File: src/rtl/seq_detect_pkg.sv
// Shared constants, types and helpers for the programmable serial pattern detector.
package seq_detect_pkg;

  localparam int SD_MAX_LEN = 8;
  localparam int SD_MASK_W  = 64;

  localparam logic [SD_MASK_W-1:0] SD_DEF_PATTERN = 64'b01_0111;
  localparam int                   SD_DEF_LEN     = 6;
  localparam bit                   SD_DEF_OVERLAP = 1'b1;

  typedef enum logic {
    ST_FILLING = 1'b0,
    ST_ARMED   = 1'b1
  } fill_state_e;

  // Low-bit mask of length len, clamped to max_len; callers slice the low bits they need.
  function automatic logic [SD_MASK_W-1:0] len_mask(input int unsigned len,
                                                    input int unsigned max_len);
    logic [SD_MASK_W-1:0] m;
    m = '0;
    for (int unsigned i = 0; i < SD_MASK_W; i++) begin
      if ((i < len) && (i < max_len)) m[i] = 1'b1;
    end
    return m;
  endfunction

endpackage

File: src/rtl/seq_detect_param_sat_counter.sv
// Saturating up-counter with synchronous clear; a clear coinciding with an
// increment leaves the counter at one.
module sat_counter #(
  parameter int W = 16
) (
  input  logic         clk,
  input  logic         rstn,
  input  logic         inc,
  input  logic         clr,
  output logic [W-1:0] cnt
);

  logic [W-1:0] cnt_q, cnt_d;

  always_comb begin
    cnt_d = cnt_q;
    if (clr) begin
      cnt_d = inc ? W'(1) : '0;
    end else if (inc && (cnt_q != '1)) begin
      cnt_d = cnt_q + W'(1);
    end
  end

  always_ff @(posedge clk or negedge rstn) begin
    if (!rstn) cnt_q <= '0;
    else       cnt_q <= cnt_d;
  end

  assign cnt = cnt_q;

endmodule

File: src/rtl/seq_detect_param.sv
// Runtime-programmable serial pattern detector with overlap control and a saturating
// match counter. Define SEQ_DETECT_MASK_EN to add per-bit don't-care control (cfg_care).
module seq_detect_param
  import seq_detect_pkg::*;
#(
  parameter int                 MAX_LEN     = SD_MAX_LEN,
  parameter int                 LEN_W       = $clog2(MAX_LEN + 1),
  parameter int                 CNT_W       = 16,
  parameter logic [MAX_LEN-1:0] DEF_PATTERN = MAX_LEN'(SD_DEF_PATTERN),
  parameter int                 DEF_LEN     = SD_DEF_LEN,
  parameter bit                 DEF_OVERLAP = SD_DEF_OVERLAP
) (
  input  logic               clk,
  input  logic               rstn,
  input  logic               cfg_we,
  input  logic [MAX_LEN-1:0] cfg_pattern,
  input  logic [LEN_W-1:0]   cfg_len,
  input  logic               cfg_overlap,
`ifdef SEQ_DETECT_MASK_EN
  input  logic [MAX_LEN-1:0] cfg_care,
`endif
  input  logic               din_valid,
  input  logic               din,
  input  logic               cnt_clr,
  output logic               match,
  output logic [CNT_W-1:0]   match_cnt,
  output logic               armed
);

  localparam logic [LEN_W-1:0] LEN_MAX = LEN_W'(MAX_LEN);

  logic [MAX_LEN-1:0] pattern_q, pattern_d;
  logic [LEN_W-1:0]   len_q, len_d;
  logic               overlap_q, overlap_d;
  logic [MAX_LEN-1:0] hist_q, hist_d;
  logic [LEN_W-1:0]   fill_q, fill_d;
  logic               match_q, match_d;
  fill_state_e        state_q, state_d;
  logic [MAX_LEN-1:0] care_v;

`ifdef SEQ_DETECT_MASK_EN
  logic [MAX_LEN-1:0] care_q, care_d;
  assign care_v = care_q;
`else
  assign care_v = '1;
`endif

  logic [LEN_W-1:0]     len_eff, len_eff_d;
  logic [SD_MASK_W-1:0] mask_full;
  logic [MAX_LEN-1:0]   mask;
  logic [MAX_LEN-1:0]   hist_nx;
  logic [LEN_W-1:0]     fill_nx;
  logic                 hit;

  assign len_eff   = (len_q > LEN_MAX) ? LEN_MAX : len_q;
  assign len_eff_d = (len_d > LEN_MAX) ? LEN_MAX : len_d;
  assign mask_full = len_mask(32'(len_q), MAX_LEN);
  assign mask      = mask_full[MAX_LEN-1:0] & care_v;
  assign hist_nx   = {hist_q[MAX_LEN-2:0], din};
  assign fill_nx   = (fill_q == LEN_MAX) ? fill_q : fill_q + LEN_W'(1);

  // Compare against the post-shift history so the bit being accepted participates.
  assign hit = din_valid && !cfg_we && (len_eff != '0) && (fill_nx >= len_eff) &&
               (((hist_nx ^ pattern_q) & mask) == '0);

  always_comb begin
    pattern_d = pattern_q;
    len_d     = len_q;
    overlap_d = overlap_q;
    hist_d    = hist_q;
    fill_d    = fill_q;
    match_d   = hit;
`ifdef SEQ_DETECT_MASK_EN
    care_d    = care_q;
`endif
    if (cfg_we) begin
      pattern_d = cfg_pattern;
      len_d     = cfg_len;
      overlap_d = cfg_overlap;
      hist_d    = '0;
      fill_d    = '0;
`ifdef SEQ_DETECT_MASK_EN
      care_d    = cfg_care;
`endif
    end else if (din_valid) begin
      hist_d = hist_nx;
      fill_d = (hit && !overlap_q) ? '0 : fill_nx;
    end
    state_d = ((len_eff_d != '0) && (fill_d >= len_eff_d)) ? ST_ARMED : ST_FILLING;
  end

  always_ff @(posedge clk or negedge rstn) begin
    if (!rstn) begin
      pattern_q <= DEF_PATTERN;
      len_q     <= LEN_W'(DEF_LEN);
      overlap_q <= DEF_OVERLAP;
      hist_q    <= '0;
      fill_q    <= '0;
      match_q   <= 1'b0;
      state_q   <= ST_FILLING;
`ifdef SEQ_DETECT_MASK_EN
      care_q    <= '1;
`endif
    end else begin
      pattern_q <= pattern_d;
      len_q     <= len_d;
      overlap_q <= overlap_d;
      hist_q    <= hist_d;
      fill_q    <= fill_d;
      match_q   <= match_d;
      state_q   <= state_d;
`ifdef SEQ_DETECT_MASK_EN
      care_q    <= care_d;
`endif
    end
  end

  sat_counter #(.W(CNT_W)) u_cnt (
    .clk  (clk),
    .rstn (rstn),
    .inc  (hit),
    .clr  (cnt_clr),
    .cnt  (match_cnt)
  );

  assign match = match_q;
  assign armed = (state_q == ST_ARMED);

endmodule
File: config.mk
export PLATFORM = sky130hd
export DESIGN_NAME = seq_detect_param
export DESIGN_NICKNAME = d
export VERILOG_FILES = /design/src/rtl/seq_detect_pkg.sv /design/src/rtl/seq_detect_param_sat_counter.sv /design/src/rtl/seq_detect_param.sv
export SDC_FILE = /design/constraint.sdc
export NUM_CORES = 1
export LEC_CHECK = 0
export CAP_MARGIN = 20
export CORE_AREA = 2 2 74 76
export CTS_CLUSTER_SIZE = 8
export DETAILED_ROUTE_END_ITERATION = 7
export DIE_AREA = 0 0 76 78
export MAX_ROUTING_LAYER = met4
export PLACE_DENSITY = 0.72
export SYNTH_ARGS = -nofsm -noshare
export SYNTH_HDL_FRONTEND = slang
export SYNTH_HIERARCHICAL = 1
export SYNTH_SLANG_ARGS = --single-unit
export TNS_END_PERCENT = 10
File: constraint.sdc
create_clock -name clk -period 3.55 [get_ports clk]
set_input_delay 0.71 -clock clk [delete_from_list [all_inputs] [get_ports clk]]
set_output_delay 0.71 -clock clk [all_outputs]
set_load 0.05 [all_outputs]
; ---- Word-level counts from Yosys, hierarchy flattened
; Cells that the tools add are included.
[totals]
register_bits = 42
in_bits = 19
output_inout_bits = 18
wordCells = 61
[op_classes]
addsub = 2
magnitude_cmp = 12
eq_ne = 2
muxes = 21
bitwise_logic = 2
reduce_logical = 14
[ops]
columns = cell, n
row1 = 16-bit 2-to-1 mux, 2
row2 = 4-bit 2-to-1 mux, 7
row3 = 16-bit by 1-bit adder with 16-bit output (second input constant), 1
row4 = 3-bit by 4-bit less-than comparator with 1-bit output (first input constant), 4
row5 = 16-bit inequality test (second input constant), 1
row6 = 7-bit 2-to-1 mux, 2
row7 = 1-bit 2-to-1 mux, 10
row8 = 8-bit AND, 1
row9 = 4-bit greater-or-equal comparator, 2
row10 = 4-bit greater-than comparator (second input constant), 2
row11 = 8-bit zero test, 1
row12 = 1-bit by 4-bit less-than comparator with 1-bit output (first input constant), 2
row13 = 2-bit by 4-bit less-than comparator with 1-bit output (first input constant), 2
row14 = 4-bit nonzero test, 2
row15 = 8-bit XOR, 1
row16 = 1-bit logical AND, 7
row17 = 4-bit by 1-bit adder with 4-bit output (second input constant), 1
row18 = 4-bit equality test (second input constant), 1
row19 = 2-bit nonzero test, 2
row20 = 1-bit zero test, 2

; ---- Logic depth before layout (Yosys ltp)
; Gate-level depths: netlist of the first run.
[depth]
word_depth = 13
ltp_mapped = 17
mapped_depth_nobuf = 16

; ---- Hierarchy
; Netlist of the first run, hierarchy kept.
[by_module_without_submodules]
columns = mod, n_inst, cells_each, area_per_inst_um2, seq_area_each_um2
row1 = seq_detect_param, 1, 139, 1491.4, 659.4
row2 = sat_counter, 1, 102, 959.7, 400.4

; ---- Least setup slack after synthesis of the first run
; OpenSTA, ideal clock, no wires.
[synth_path]
path_type = reg2reg
from = register fill_q[0]
to = register u_cnt.cnt_q[11] (netlist: u_cnt/cnt[11])
setup_time_ps = 78
t_arrival_ps = 2968
t_required_ps = 3472
path_slack_ps = 504
path_stages_with_launch = 17
n_path_buf = 3
synth_period_minus_slack_ps = 3046
path_cell_list = dfrtp_1 inv_1 ha_1 nand2_1 nand3_1 o21ai_0 ha_1 o21ai_0 a2111oi_0 and3_1 buf_6 buf_4 nand3_1 or2_0 buf_2 or4_1 a21oi_1
[synth_via]
elab_chain_len = 7
word_cells_on_any_way = 8
cone_classes = add/sub (1) / order compare (1) / eq/ne (1) / mux (1) / reduce/logical (4)
[synth_rtl]
columns = element, line
row1 = from (decl), seq_detect_param.sv:36  ; logic [LEN_W-1:0] fill_q, fill_d;
row2 = from (signal assigned), seq_detect_param.sv:109  ; fill_q <= fill_d;
row3 = 4-bit by 1-bit adder with 4-bit output / 4-bit equality test (equally long branches), seq_detect_param.sv:60  ; assign fill_nx = (fill_q == LEN_MAX) ? fill_q : fill_q + LEN_W'(1);
row4 = 4-bit 2-to-1 mux (*), seq_detect_param.sv:60
row5 = 4-bit greater-or-equal comparator (*), seq_detect_param.sv:63  ; assign hit = din_valid && !cfg_we && (len_eff != '0) && (fill_nx >= len_eff) &&
row6 = 1-bit logical AND (*) (2 in a row), seq_detect_param.sv:63
row7 = via hit, seq_detect_param.sv:53  ; logic hit;
row8 = 1-bit logical AND (*), seq_detect_param_sat_counter.sv:19  ; end else if (inc && (cnt_q != '1)) begin
row9 = 2-bit nonzero test (no source line) (*), -
row10 = to (signal assigned), seq_detect_param_sat_counter.sv:26  ; else cnt_q <= cnt_d;
row11 = to (decl), seq_detect_param_sat_counter.sv:13  ; logic [W-1:0] cnt_q, cnt_d;
; The timed path passes the listed nets; every way through them passes the cells marked *.
; A chain may end at the register's enable or synchronous reset.

; ---- Worst setup path in the final report of the first run
[layout_path]
from = register fill_q[0]
to = register u_cnt.cnt_q[11] (netlist: u_cnt/cnt[11])
[layout_via]
elab_chain_len = 7
word_cells_on_any_way = 8
cone_classes = add/sub (1) / order compare (1) / eq/ne (1) / mux (1) / reduce/logical (4)
[layout_rtl]
columns = element, line
row1 = 4-bit by 1-bit adder with 4-bit output / 4-bit equality test (equally long branches), seq_detect_param.sv:60
row2 = 4-bit 2-to-1 mux (*), seq_detect_param.sv:60
row3 = 4-bit greater-or-equal comparator (*), seq_detect_param.sv:63
row4 = 1-bit logical AND (*) (2 in a row), seq_detect_param.sv:63
row5 = 1-bit logical AND (*), seq_detect_param_sat_counter.sv:19
row6 = 2-bit nonzero test (no source line) (*), -
; Mark *: on every way between the ends. The rest lies on a longest branch, timed or not.

==> flow_summary.toml, run 1 <==
[floorplanning]
die_w_um = 76
io_pins = 37
coreArea_um2 = 5040
die_h_um = 78
start_util = 0.486
rows = 26
die-area_um2 = 5930

[power_and_ir_drop]
p_switching_w = 0.000307
power_density_nw_per_um2 = 354
p_int_w = 0.000742
combPwrFrac = 0.172
p_sw_frac = 0.292
peakVddDrop_mv = 0.225
clkPwrFrac = 0.319
power.leakage_nw = 1.21
power.share.sequential = 0.509

[run]
drv_cap = 0

[worst_setup_path]
end_kind = "flop"
worstSetupPathType = "reg2reg"
crit_arrival_ns = 3.47
critPathLaunchType = "flop"
rrSetupSlack_ns = 0.30
worst-path-max-fanout = 7
crit_required_ns = 3.77

[sta]
worst_pin_slew_ns = 0.920
hold_violations = 0
whs_ns = 0.522
tns_ns = 0
slew_headroom = 0.387
timing.final.ws_setup_ns = 0.299
fin_crit_sh = 0.916
setup_viol = 0
rsz0062_at_grt = "false"
slew_viol_final = 0
fmax_mhz = 308
finClkSkew_ns = 0.0104
min_period_ns = 3.25

[global_route]
grt_pass1_vias = 1965
grt.met1_usage = 0.240
grtUsageMet2 = 0.325
grt_max_degree = 43
grt_pass1_wl_um = 9120
antenna_found_initial = 0
met3_usage = 0.0430
grt.overflow.total = 0
grt_util_all_layers = 0.199
globalRoute.busiestLayer = "met2"

[detailed_routing]
drt-total-wl_um = 5330
via_count = 1966
wl_per_cell_um = 15.3
drt_pass1_iterations = 4
via_per_inst = 5.65
antenna_left = 0
drc = 0
drt_iter0_markers = 128

[place]
place_ws_ns = 0.276
gp_congestion = 0.895
io_buffers = 36
place_area_um2 = 2850
dp_hpwl_um = 3710

[finish]
fillCellCount = 453
layout_common_cells = "35 x dfrtp_1, 35 x clkdlybuf4s50_1, 23 x nor2_1"
finalNetCount = 307
antennaDiodeCount = 0
synthToLayoutAreaGrowth_pct = 20.9
drive_gt1_frac = 0.158
utilization = 0.588
fin_area_um2 = 2960

[min_path]
min_path_type = "reg2reg"

[clocking]
clkTransAtPathRegs_ns = 0.09
cts_max_path_buffers = 2
clkSinkCount = 42
cts_made_buffers = 5
htree_num_levels = 2
cts_tree = "built"
clockRootBuffer = "clkbuf_8"
ctsHoldBuffers = 0
clkLatencyLatePin_ns = 0.30

[synth]
async_reset_ff_frac = 1.00
synth_edf_count = 0
ys_seq_area_frac = 0.432
ys_types = 54
synth_area_um2 = 2450
syn_area_per_cell_um2 = 10.2
syn-num-nets = 271
synth_flop_cell = "dfrtp_1"
netlist_instances = 241
yosys_warnings = 6
ys_seq_elements = 42

[run_status]
status = "finished clean"
worst max-delay path, stage by stage (launching register included):
cell and delay [ns]:
dfrtp_1 0.45, inv_1 0.08, ha_1 0.16, nand2_1 0.06, nand3_1 0.08, o21ai_0 0.16, ha_1 0.32, o21ai_0 0.09
a2111oi_2 0.37, and3_2 0.29, nand3_1 0.15, or2_0 0.37, or4_1 0.44, a21oi_1 0.15
power groups by stage:
stage / logic [W] / registers (W) / clock network (W)
after floorplan: 0.000111 / 0.000547 / 0
after global placement: 0.000177 / 0.000543 / 0
after detailed placement: 0.000179 / 0.000543 / 0
after CTS: 0.000181 / 0.000534 / 0.000347
after global routing: 0.000205 / 0.000538 / 0.000370
final: 0.000180 / 0.000534 / 0.000335
layer usage:
layer  vias up  share of wire
li1        950              -
met1       958           0.46
met2        51           0.48
met3         7          0.043
met4         0          0.012
met5         -              0
cells by family (layout without fill, tap and decap cells):
family | after synthesis | after routing | synth area share
mux | 25 | 25 | 0.110
compound gates | 43 | 43 | 0.120
xor+xnor | 10 | 10 | 0.0357
fa+ha+maj | 11 | 11 | 0.0562
buf+inv | 25 | 62 | 0.0475
flops | 42 | 42 | 0.432
simple gates | 85 | 85 | 0.198
state kept, by name, summed over array words and instances (netlist names):
register and cells:
u_cnt/cnt 16, pattern_q 8, hist_q 7, fill_q 4, len_q 4, armed 1
match 1, overlap_q 1
area by class of cell:
| class | count | area [um2] | share of cell area |
|---|---|---|---|
| Inverter | 14 | 52.6 | 0.0177 |
| Clock inverter | 3 | 26.3 | 0.00887 |
| Clock buffer | 5 | 68.8 | 0.0232 |
| Multi-Input combinational cell | 174 | 1280 | 0.433 |
| Timing Repair Buffer | 40 | 385 | 0.130 |
| Sequential cell | 42 | 1060 | 0.358 |
| Tap cell | 70 | 87.6 | 0.0296 |
Yosys cell counts, types with 5 or more instances:
| cell type | number | area, um2 |
|---|---|---|
| inv_1 | 14 | 52.6 |
| o21ai_0 | 6 | 30.0 |
| nand2_1 | 12 | 45.0 |
| o22ai_1 | 5 | 31.3 |
| a21oi_1 | 11 | 55.1 |
| xnor2_1 | 7 | 61.3 |
| dfstp_2 | 7 | 184 |
| nor2b_1 | 5 | 31.3 |
| mux2i_1 | 10 | 100 |
| nand3_1 | 7 | 35.0 |
| dfrtp_1 | 35 | 876 |
| mux2_2 | 14 | 158 |
| nor2_1 | 23 | 86.3 |
| ha_1 | 11 | 138 |
| nor3_1 | 6 | 30.0 |
final timing paths:
| kind | depth (start not counted) | end | start |
|---|---|---|---|
| setup / recovery | 13 | u_cnt/cnt[11] | fill_q[0] |
| hold / removal | 1 | u_cnt/cnt[7] | u_cnt/cnt[7] |
| setup reg to reg | 13 | u_cnt/cnt[11] | fill_q[0] |
| hold reg to reg | 1 | u_cnt/cnt[7] | u_cnt/cnt[7] |
| max in group asynchronous | 1 | fill_q[2] | rstn |
| min in group asynchronous | 1 | pattern_q[5] | rstn |
through the flow:
step | power, W | instances
2_1_floorplan | 0.000658 | 241
3_3_place_gp | 0.000720 | 339
3_5_place_dp | 0.000723 | 339
4_1_cts | 0.00106 | 347
5_1_grt | 0.00111 | 348
6_report | 0.00105 | 348
what timing repair did:
action / CTS / global route
setup endpoints to repair: 0 / 7
gates resized for setup: 0 / 3
setup buffers: 0 / 1
Power figures use the tool's default switching activity.
==> inputs of run 2 (changes only) <==
ABC_AREA = 1   (was not set)
CORE_AREA = 2 2 75 77   (was 2 2 74 76)
DIE_AREA = 0 0 77 79   (was 0 0 76 78)
PLACE_DENSITY = 0.73   (was 0.72)
==> flow_summary.toml, run 2 <==
[detailed_routing]
drc = 0
drt-total-wl_um = 5530
drt_iter0_markers = 114
wl_per_cell_um = 11.9
via_count = 2309
antenna_left = 0
via_per_inst = 4.97
drt_pass1_iterations = 4

[synth]
ys_seq_elements = 42
ys_top_cells_by_count = "115 x nand2_1, 48 x inv_1, 35 x dfrtp_1"
syn-num-nets = 382
ys_types = 35
yosys_warnings = 6
synth_edf_count = 0
yosysTopAreaCell = "dfrtp_1"
ys_seq_area_frac = 0.415
synth_area_um2 = 2550
yosysMostFrequentCell = "nand2_1"
yosys-top-cells-area = "dfrtp_1 34%, nand2_1 17%, dfstp_2 7.2%"
netlist_instances = 352
synth_top_area_share = 0.343
syn_area_per_cell_um2 = 7.25
async_reset_ff_frac = 1.00
synth_flop_cell = "dfrtp_1"

[sta]
rsz0062_at_grt = "false"
slew_viol_final = 0
min_period_ns = 2.77
finClkSkew_ns = 0.00587
fin_crit_sh = 0.781
tns_ns = 0
worst_pin_slew_ns = 0.630
hold_violations = 0
setup_viol = 0
slew_headroom = 0.575
fmax_mhz = 361
timing.final.ws_setup_ns = 0.778

[floorplanning]
die-area_um2 = 6080
die_h_um = 79
die_w_um = 77
start_util = 0.478
coreArea_um2 = 5340
rows = 27
io_pins = 37

[global_route]
antenna_found_initial = 0
grt_pass1_vias = 2288
grt_util_all_layers = 0.202
grt_pass1_wl_um = 9680
grt_max_degree = 43
grt.overflow.total = 0

[finish]
mostFrequentLayoutCell = "nand2_1"
drive_gt1_frac = 0.0891
finalNonFillerCells = 465
finalNetCount = 422
antennaDiodeCount = 0
synthToLayoutAreaGrowth_pct = 21.1
layout_common_cells = "115 x nand2_1, 48 x inv_1, 35 x dfrtp_1, 35 x clkdlybuf4s50_1, 34 x nor2_1"
largest_register_ffs = 16
utilization = 0.579

[place]
dp_hpwl_um = 4110
io_buffers = 36
placed_cells = 456
gp_congestion = 0.900
place_ws_ns = 0.617

[power_and_ir_drop]
power_density_nw_per_um2 = 326
power.leakage_nw = 1.49
peakVddDrop_mv = 0.203

[min_path]
min_path_type = "in2async"

[worst_setup_path]
end_kind = "flop"
rrSetupSlack_ns = 0.78
r2r-end = "u_cnt/cnt[13]"
crit_required_ns = 3.73
worstSetupPathType = "reg2reg"
r2r-start = "fill_q[0]"
worst-path-max-fanout = 5
critPathLaunchType = "flop"
rr_worst_depth = 20
crit_arrival_ns = 2.95

[clocking]
cts_made_buffers = 5
htree_num_levels = 2
clkSinkCount = 42
clkLatencyLatePin_ns = 0.29
clkTransAtPathRegs_ns = 0.08
cts_max_path_buffers = 2
cts_resized = 0
cts_setup_buffers = 0
cts_tree = "built"
clockRootBuffer = "clkbuf_8"
ctsHoldBuffers = 0

[run]
drv_cap = 0

[run_status]
status = "finished clean"
## run 2: cell count changes in the layout (fill, tap and decap cells not counted), sizes merged, moves of 4 or more
cell | previous run | this run
inv | 17 | 52
mux2 | 15 | 0
mux2i | 10 | 0
nand2 | 12 | 117
nand2b | 4 | 0
nand3 | 8 | 21
nor2 | 23 | 40
nor2b | 5 | 0
nor3 | 7 | 2
nor4 | 5 | 0
o21ai | 6 | 19
## run 2: report_power, final
part	total, W	internal, W	switching, W
clock network	0.000326	0.000157	0.000170
logic	0.000161	0.0000645	0.0000963
registers	0.000521	0.000503	0.0000182
## run 2: worst max-delay path by stage
stage	start	to	slack (ns)	cells past startpoint
4_1_cts	fill_q[0]	u_cnt/cnt[13]	0.75	20
2_1_floorplan	fill_q[0]	armed	1.04	20
6_report	fill_q[0]	u_cnt/cnt[13]	0.78	20
5_1_grt	fill_q[0]	u_cnt/cnt[13]	0.49	20
3_3_place_gp	cfg_we	armed	0.71	12
3_5_place_dp	cfg_we	armed	0.62	12
## run 2: layout make-up
type,instances,area [um2]
fillers,537,2240
repair buffers,39,390
inverters,53,199
well taps,72,90.1
clock inverters,2,12.5
clock buffers,6,82.6
multi-input cells,251,1260
flip-flops and latches,42,1060
## run 2: metrics by stage
stage / cell area (um2) / total power, W / hold slack, ns
6_report: 3090 / 0.00101 / 0.198
3_5_place_dp: 2980 / 0.000689 / 0.484
5_1_grt: 3090 / 0.00107 / 0.187
3_3_place_gp: 2980 / 0.000686 / 0.480
4_1_cts: 3070 / 0.00102 / 0.499
2_1_floorplan: 2550 / 0.000627 / 0.414
## run 2: cell families after synthesis
logic type      count (synthesis)  synth area share
compound gates                 40            0.0926
xor+xnor                        7            0.0240
fa+ha+maj                      11            0.0539
buf+inv                        59            0.0921
flops                          42             0.415
simple gates                  193             0.322
## run 2: worst max-delay path, cell delays in order (launching register included)
cell and delay [ns]:
dfrtp_1 0.41, inv_1 0.08, ha_1 0.19, nand2_1 0.08
nor2_1 0.05, xor2_1 0.16, ha_1 0.29, inv_1 0.03
nand2_1 0.04, nand2_1 0.04, nand2_1 0.05, nand2_1 0.06
a21oi_2 0.15, and3_1 0.31, clkinv_1 0.17, nor2_1 0.12
nand3b_1 0.08, nor2_1 0.14, nand3_1 0.09, nand2_1 0.06
nor2_1 0.05
## run 2: per-layer routing
metal,part of all wire,global-route usage,vias up
li1,-,-,1186
met1,0.43,0.229,1051
met2,0.52,0.372,65
met3,0.042,0.0307,7
met4,0.0072,0.0607,0
met5,0,-,-
==> variant 1 (config.mk and constraints of run 2) <==
The option `SEQ_DETECT_MASK_EN` is turned on by a define.
--- a/src/rtl/seq_detect_param.sv
+++ b/src/rtl/seq_detect_param.sv
@@ -1,5 +1,7 @@
 // Runtime-programmable serial pattern detector with overlap control and a saturating
 // match counter. Define SEQ_DETECT_MASK_EN to add per-bit don't-care control (cfg_care).
+`define SEQ_DETECT_MASK_EN
+
 module seq_detect_param
   import seq_detect_pkg::*;
 #(
Ports: changed (added cfg_care); port bits go from 37 to 45. No check against the original RTL was run, so the function may have changed too.
==> variant 1 against run 2 <==
  * Global-route usage grew 3.0 points
  * Worst setup slack worse by 0.11 ns
  * Cell area up 14%
  * Cell count grew 9.9%
  * Maximum frequency decreased by 3.8%
  * Area after synthesis is 14% higher
  * Wire length up 14%
  * Total power increased by 22%
  * First-iteration DRC count shrank 21%
  * Sequential share of layout area up 1.7 points
  * Sequential cell count increased by 8
  * Critical endpoint is now u_cnt/cnt[7]
==> variant 1: results (changes against run 2) <==
Pwr
  – Leak Pwr: 1.68 nW (+13%)
  – Switching pwr: 0.340 mW (+20%)
  – Worst VDD drop: 241 uV (+19%)

Logic synthesis
  – Synth Area in Compound Gates: 0.0854 (-0.00723)
  – Synth top cells by count: nand2_1 (124), inv_1 (49), nor2_1 (39), dfrtp_1 (35), nand3_1 (22)
  – Most used DFF post-synth: dfrtp_1
  – Post-Synth Adder-Cell Area: 0.0472 (-0.00671)
  – Sequential area share after synthesis: 0.435 (+0.0204)
  – Post-synthesis xor/xnor area fraction: 0.0240 (about the same)
  – Synth area leaders: dfrtp_1 (30%), nand2_1 (16%), dfstp_2 (14%)
  – Syn nets: 429 (+12%)
  – Synth cell types: 34 (-2.9%)

Placed design
  – # port buffers: 44 (+22%)
  – Post-DP Area: 3420 um^2 (+15%)
  – Final RePlAce weighted congestion: 0.890 (-1.1%)
  – Final HPWL DP: 4860 um (+18%)

Finish
  – # fillers: 518 (-3.5%)
  – Number of diodes: 0 (unchanged)
  – # nets final: 476 (+13%)
  – Fraction of layout cells with a size suffix above 1: 0.116 (+0.0271)

Critical path
  – CP arrival: 3.12 ns (+0.17 ns)
  – Max incr delay on CP: 0.41 ns (about the same)
  – Worst r2r path cells: 17 (-15%)
  – Max Fanout on Critical Path: 8 (+3)
  – Worst R2R End: u_cnt/cnt[7]
  – R2R setup slack: 0.67 ns (-0.11 ns)

Detailed routing
  – Routed wl met3: 194 um (-16%)
  – Vias post-DR: 2,581 (+12%)
  – Drt initial violations: 90 (-21%)
  – Metal-1 WL: 2840 um (+19%)
  – WL met2: 3220 um (+12%)
  – Total Wirelength: 6300 um (+14%)

Global route
  – Met3 Track Usage GR: 0.0307 (unchanged)
  – Antenna violations before repair: 0 (unchanged)
  – Largest net degree at the start of global routing: 32 (-26%)
  – Global Route Usage Sum: 0.233 (+0.0304)
  – Met2 usage: 0.428 (+0.0561)
  – Vias in the first global route: 2,549 (+11%)
  – GRT met1 Usage: 0.269 (+0.0407)
  – Global-route wire length before repair: 11,200 um (+16%)

Worst hold path
  – Worst hold path type: in -> async

Run status
  – Status: finished, final reports clean

STA
  – Hold_ws: 0.445 ns (+0.247 ns)
  – Clk_skew: 0.00805 ns (+0.00218 ns)
  – Max-slew headroom: 0.528 (-0.0475)
variant 1: worst max-delay path: cells and delay by family (launching register included):
kind | cells | cell delay (ns)
simple gates | 9 | 1.10
xor+xnor | 1 | 0.16
fa+ha+maj | 2 | 0.38
flops | 1 | 0.41
buf+inv | 4 | 0.64
compound gates | 1 | 0.13
variant 1: through the flow:
| stage | utilization | setup WS [ns] | cells |
|---|---|---|---|
| after detailed placement | 0.642 | 0.381 | 503 |
| after global routing | 0.662 | 0.431 | 511 |
| after global placement | 0.642 | 0.501 | 503 |
| final | 0.662 | 0.668 | 511 |
| after CTS | 0.662 | 0.658 | 511 |
| after floorplan | - | 0.790 | 391 |
variant 1: cells by family after synthesis:
logic type,Yosys count
adders and majority gates,11
buffers and inverters,63
DFF,50
and+or+nand+nor,215
xor gates and xnor gates,8
AOI/OAI and AO/OA,44
variant 1: how the worst max path moves through the flow:
stage	depth (start not counted)	slack (ns)	end
final	17	0.67	u_cnt/cnt[7]
after floorplan	17	0.79	u_cnt/cnt[7]
after CTS	17	0.66	u_cnt/cnt[2]
after detailed placement	13	0.38	armed
after global routing	16	0.43	u_cnt/cnt[5]
after global placement	13	0.50	armed
variant 1: final cells by class:
class / count / area (um^2) / share of cell area
well taps: 72 / 90.1 / 0.0255
flip-flops and latches: 50 / 1270 / 0.359
inverters: 55 / 206 / 0.0584
repair buffers: 48 / 465 / 0.132
clock buffers: 8 / 111 / 0.0315
multi-input cells: 278 / 1390 / 0.394
variant 1: power by group through the flow:
stage	Sequential, mW	Combinational, mW	Clock [mW]
after floorplan	0.652	0.119	0
after global placement	0.643	0.205	0
after detailed placement	0.644	0.210	0
after CTS	0.633	0.210	0.404
after global routing	0.638	0.236	0.423
final	0.633	0.208	0.393
==> variant 2 (flow settings as in run 2) <==
Without the edit above. Add an input register stage for `cfg_pattern`; this delays it by one clock. The other inputs are not delayed to match.
--- a/src/rtl/seq_detect_param.sv
+++ b/src/rtl/seq_detect_param.sv
@@ -28,6 +28,12 @@
 );
 
   localparam logic [LEN_W-1:0] LEN_MAX = LEN_W'(MAX_LEN);
+
+  logic [MAX_LEN-1:0] cfg_pattern_q;
+
+  always_ff @(posedge clk) begin
+    cfg_pattern_q <= cfg_pattern;
+  end
 
   logic [MAX_LEN-1:0] pattern_q, pattern_d;
   logic [LEN_W-1:0]   len_q, len_d;
@@ -74,7 +80,7 @@
     care_d    = care_q;
 `endif
     if (cfg_we) begin
-      pattern_d = cfg_pattern;
+      pattern_d = cfg_pattern_q;
       len_d     = cfg_len;
       overlap_d = cfg_overlap;
       hist_d    = '0;
Formal check against the unedited RTL: not equivalent (Yosys sat finds a counterexample within 4 cycles, from zero or initial values and one cycle with rstn low).
==> variant 2 against run 2 <==
  * Via count rose by 2.4%
  * Area after synthesis rose by 7.3%
  * Sequential cell count rose by 8
  * Cell area rose by 5.3%
  * Synthesized cell count rose by 2.8%
  * Clock skew fell by 0.0018 ns
  * Total power rose by 12%
  * Wire length rose by 1.4%
  * Critical path depth fell by 1
  * Cell count rose by 1.7%
  * Worst setup slack improved by 0.076 ns
  * Count of clock-buffer cells in the layout fell by 1
==> variant 2: results (changes against run 2) <==
Run status
  – Status: finished, final reports clean

CTS
  – Clock slew at reported path FFs: 0.10 ns (+0.02 ns)

Finish
  – Buffers, non-clock: 38 (-2.6%)
  – Finished Cell Area: 3260 um^2 (+5.3%)
  – Clock network area share: 0.0292 (-0.00156)
  – Inverters: 57 (+7.5%)
  – Fraction of area in multi-input gates: 0.389 (-0.0176)
  – Fraction of layout cells with a size suffix above 1: 0.0848 (-0.00427)
  – FF/Latch Area: 1220 um^2 (+15%)
  – # fillers: 513 (-4.5%)
  – Non-Clock Buffer Area Fraction: 0.114 (-0.0125)

Logic synthesis
  – Synth top cells by count: nand2_1 (114), inv_1 (55), dfrtp_1 (35), nor2_1 (32), nand3_1 (22)
  – Synthesized instance count: 362 (+2.8%)
  – Synth area leaders: dfrtp_1 (32%), nand2_1 (16%), inv_1 (7.5%)
  – Synth cell types: 36 (+2.9%)
  – Post-synthesis sequential element count: 50 (+19%)
  – Syn nets: 392 (+2.6%)
  – Share of flip-flops with an asynchronous set or reset: 0.840 (-0.160)

Placed design
  – Post-DP Area: 3160 um^2 (+6.2%)
  – Post-place setup slack: 0.796 ns (+0.179 ns)
  – Placed cells: 465 (+2.0%)

Detailed routing
  – Drt initial violations: 106 (-7.0%)
  – Metal-1 WL: 2540 um (+6.8%)
  – Total Wirelength: 5610 um (+1.4%)
  – Routed wl met3: 191 um (-17%)

STA
  – Clk_skew: 0.00407 ns (-0.00180 ns)

Global route
  – GRT met1 Usage: 0.246 (+0.0176)

Critical path
  – CP arrival: 2.89 ns (-0.06 ns)
[variant 2: path summary, 6_finish.rpt]
check                                 start            to  slack, ns  cells past startpoint
setup / recovery                  fill_q[0]         armed       0.85                     19
hold / removal             cfg_pattern_q[1]  pattern_q[1]       0.42                      2
setup reg to reg                  fill_q[0]         armed       0.85                     19
hold reg to reg            cfg_pattern_q[1]  pattern_q[1]       0.42                      2
max in group asynchronous              rstn     fill_q[0]       2.42                      1
min in group asynchronous              rstn  u_cnt/cnt[7]       0.55                      1
[variant 2: kinds of logic (layout without fill, tap and decap cells)]
kind of cell	after synthesis	count (layout)	synth area share
simple gates	190	190	0.300
mux	1	1	0.00411
fa+ha+maj	11	11	0.0502
compound gates	39	39	0.0863
buf+inv	64	103	0.0922
xor+xnor	7	7	0.0224
flops	50	50	0.445
[variant 2: report_power, final]
group | leakage (nW) | switching [mW] | internal (mW)
Clock | 0.0491 | 0.210 | 0.146
Sequential | 0.613 | 0.0169 | 0.598
Combinational | 0.896 | 0.0965 | 0.0623
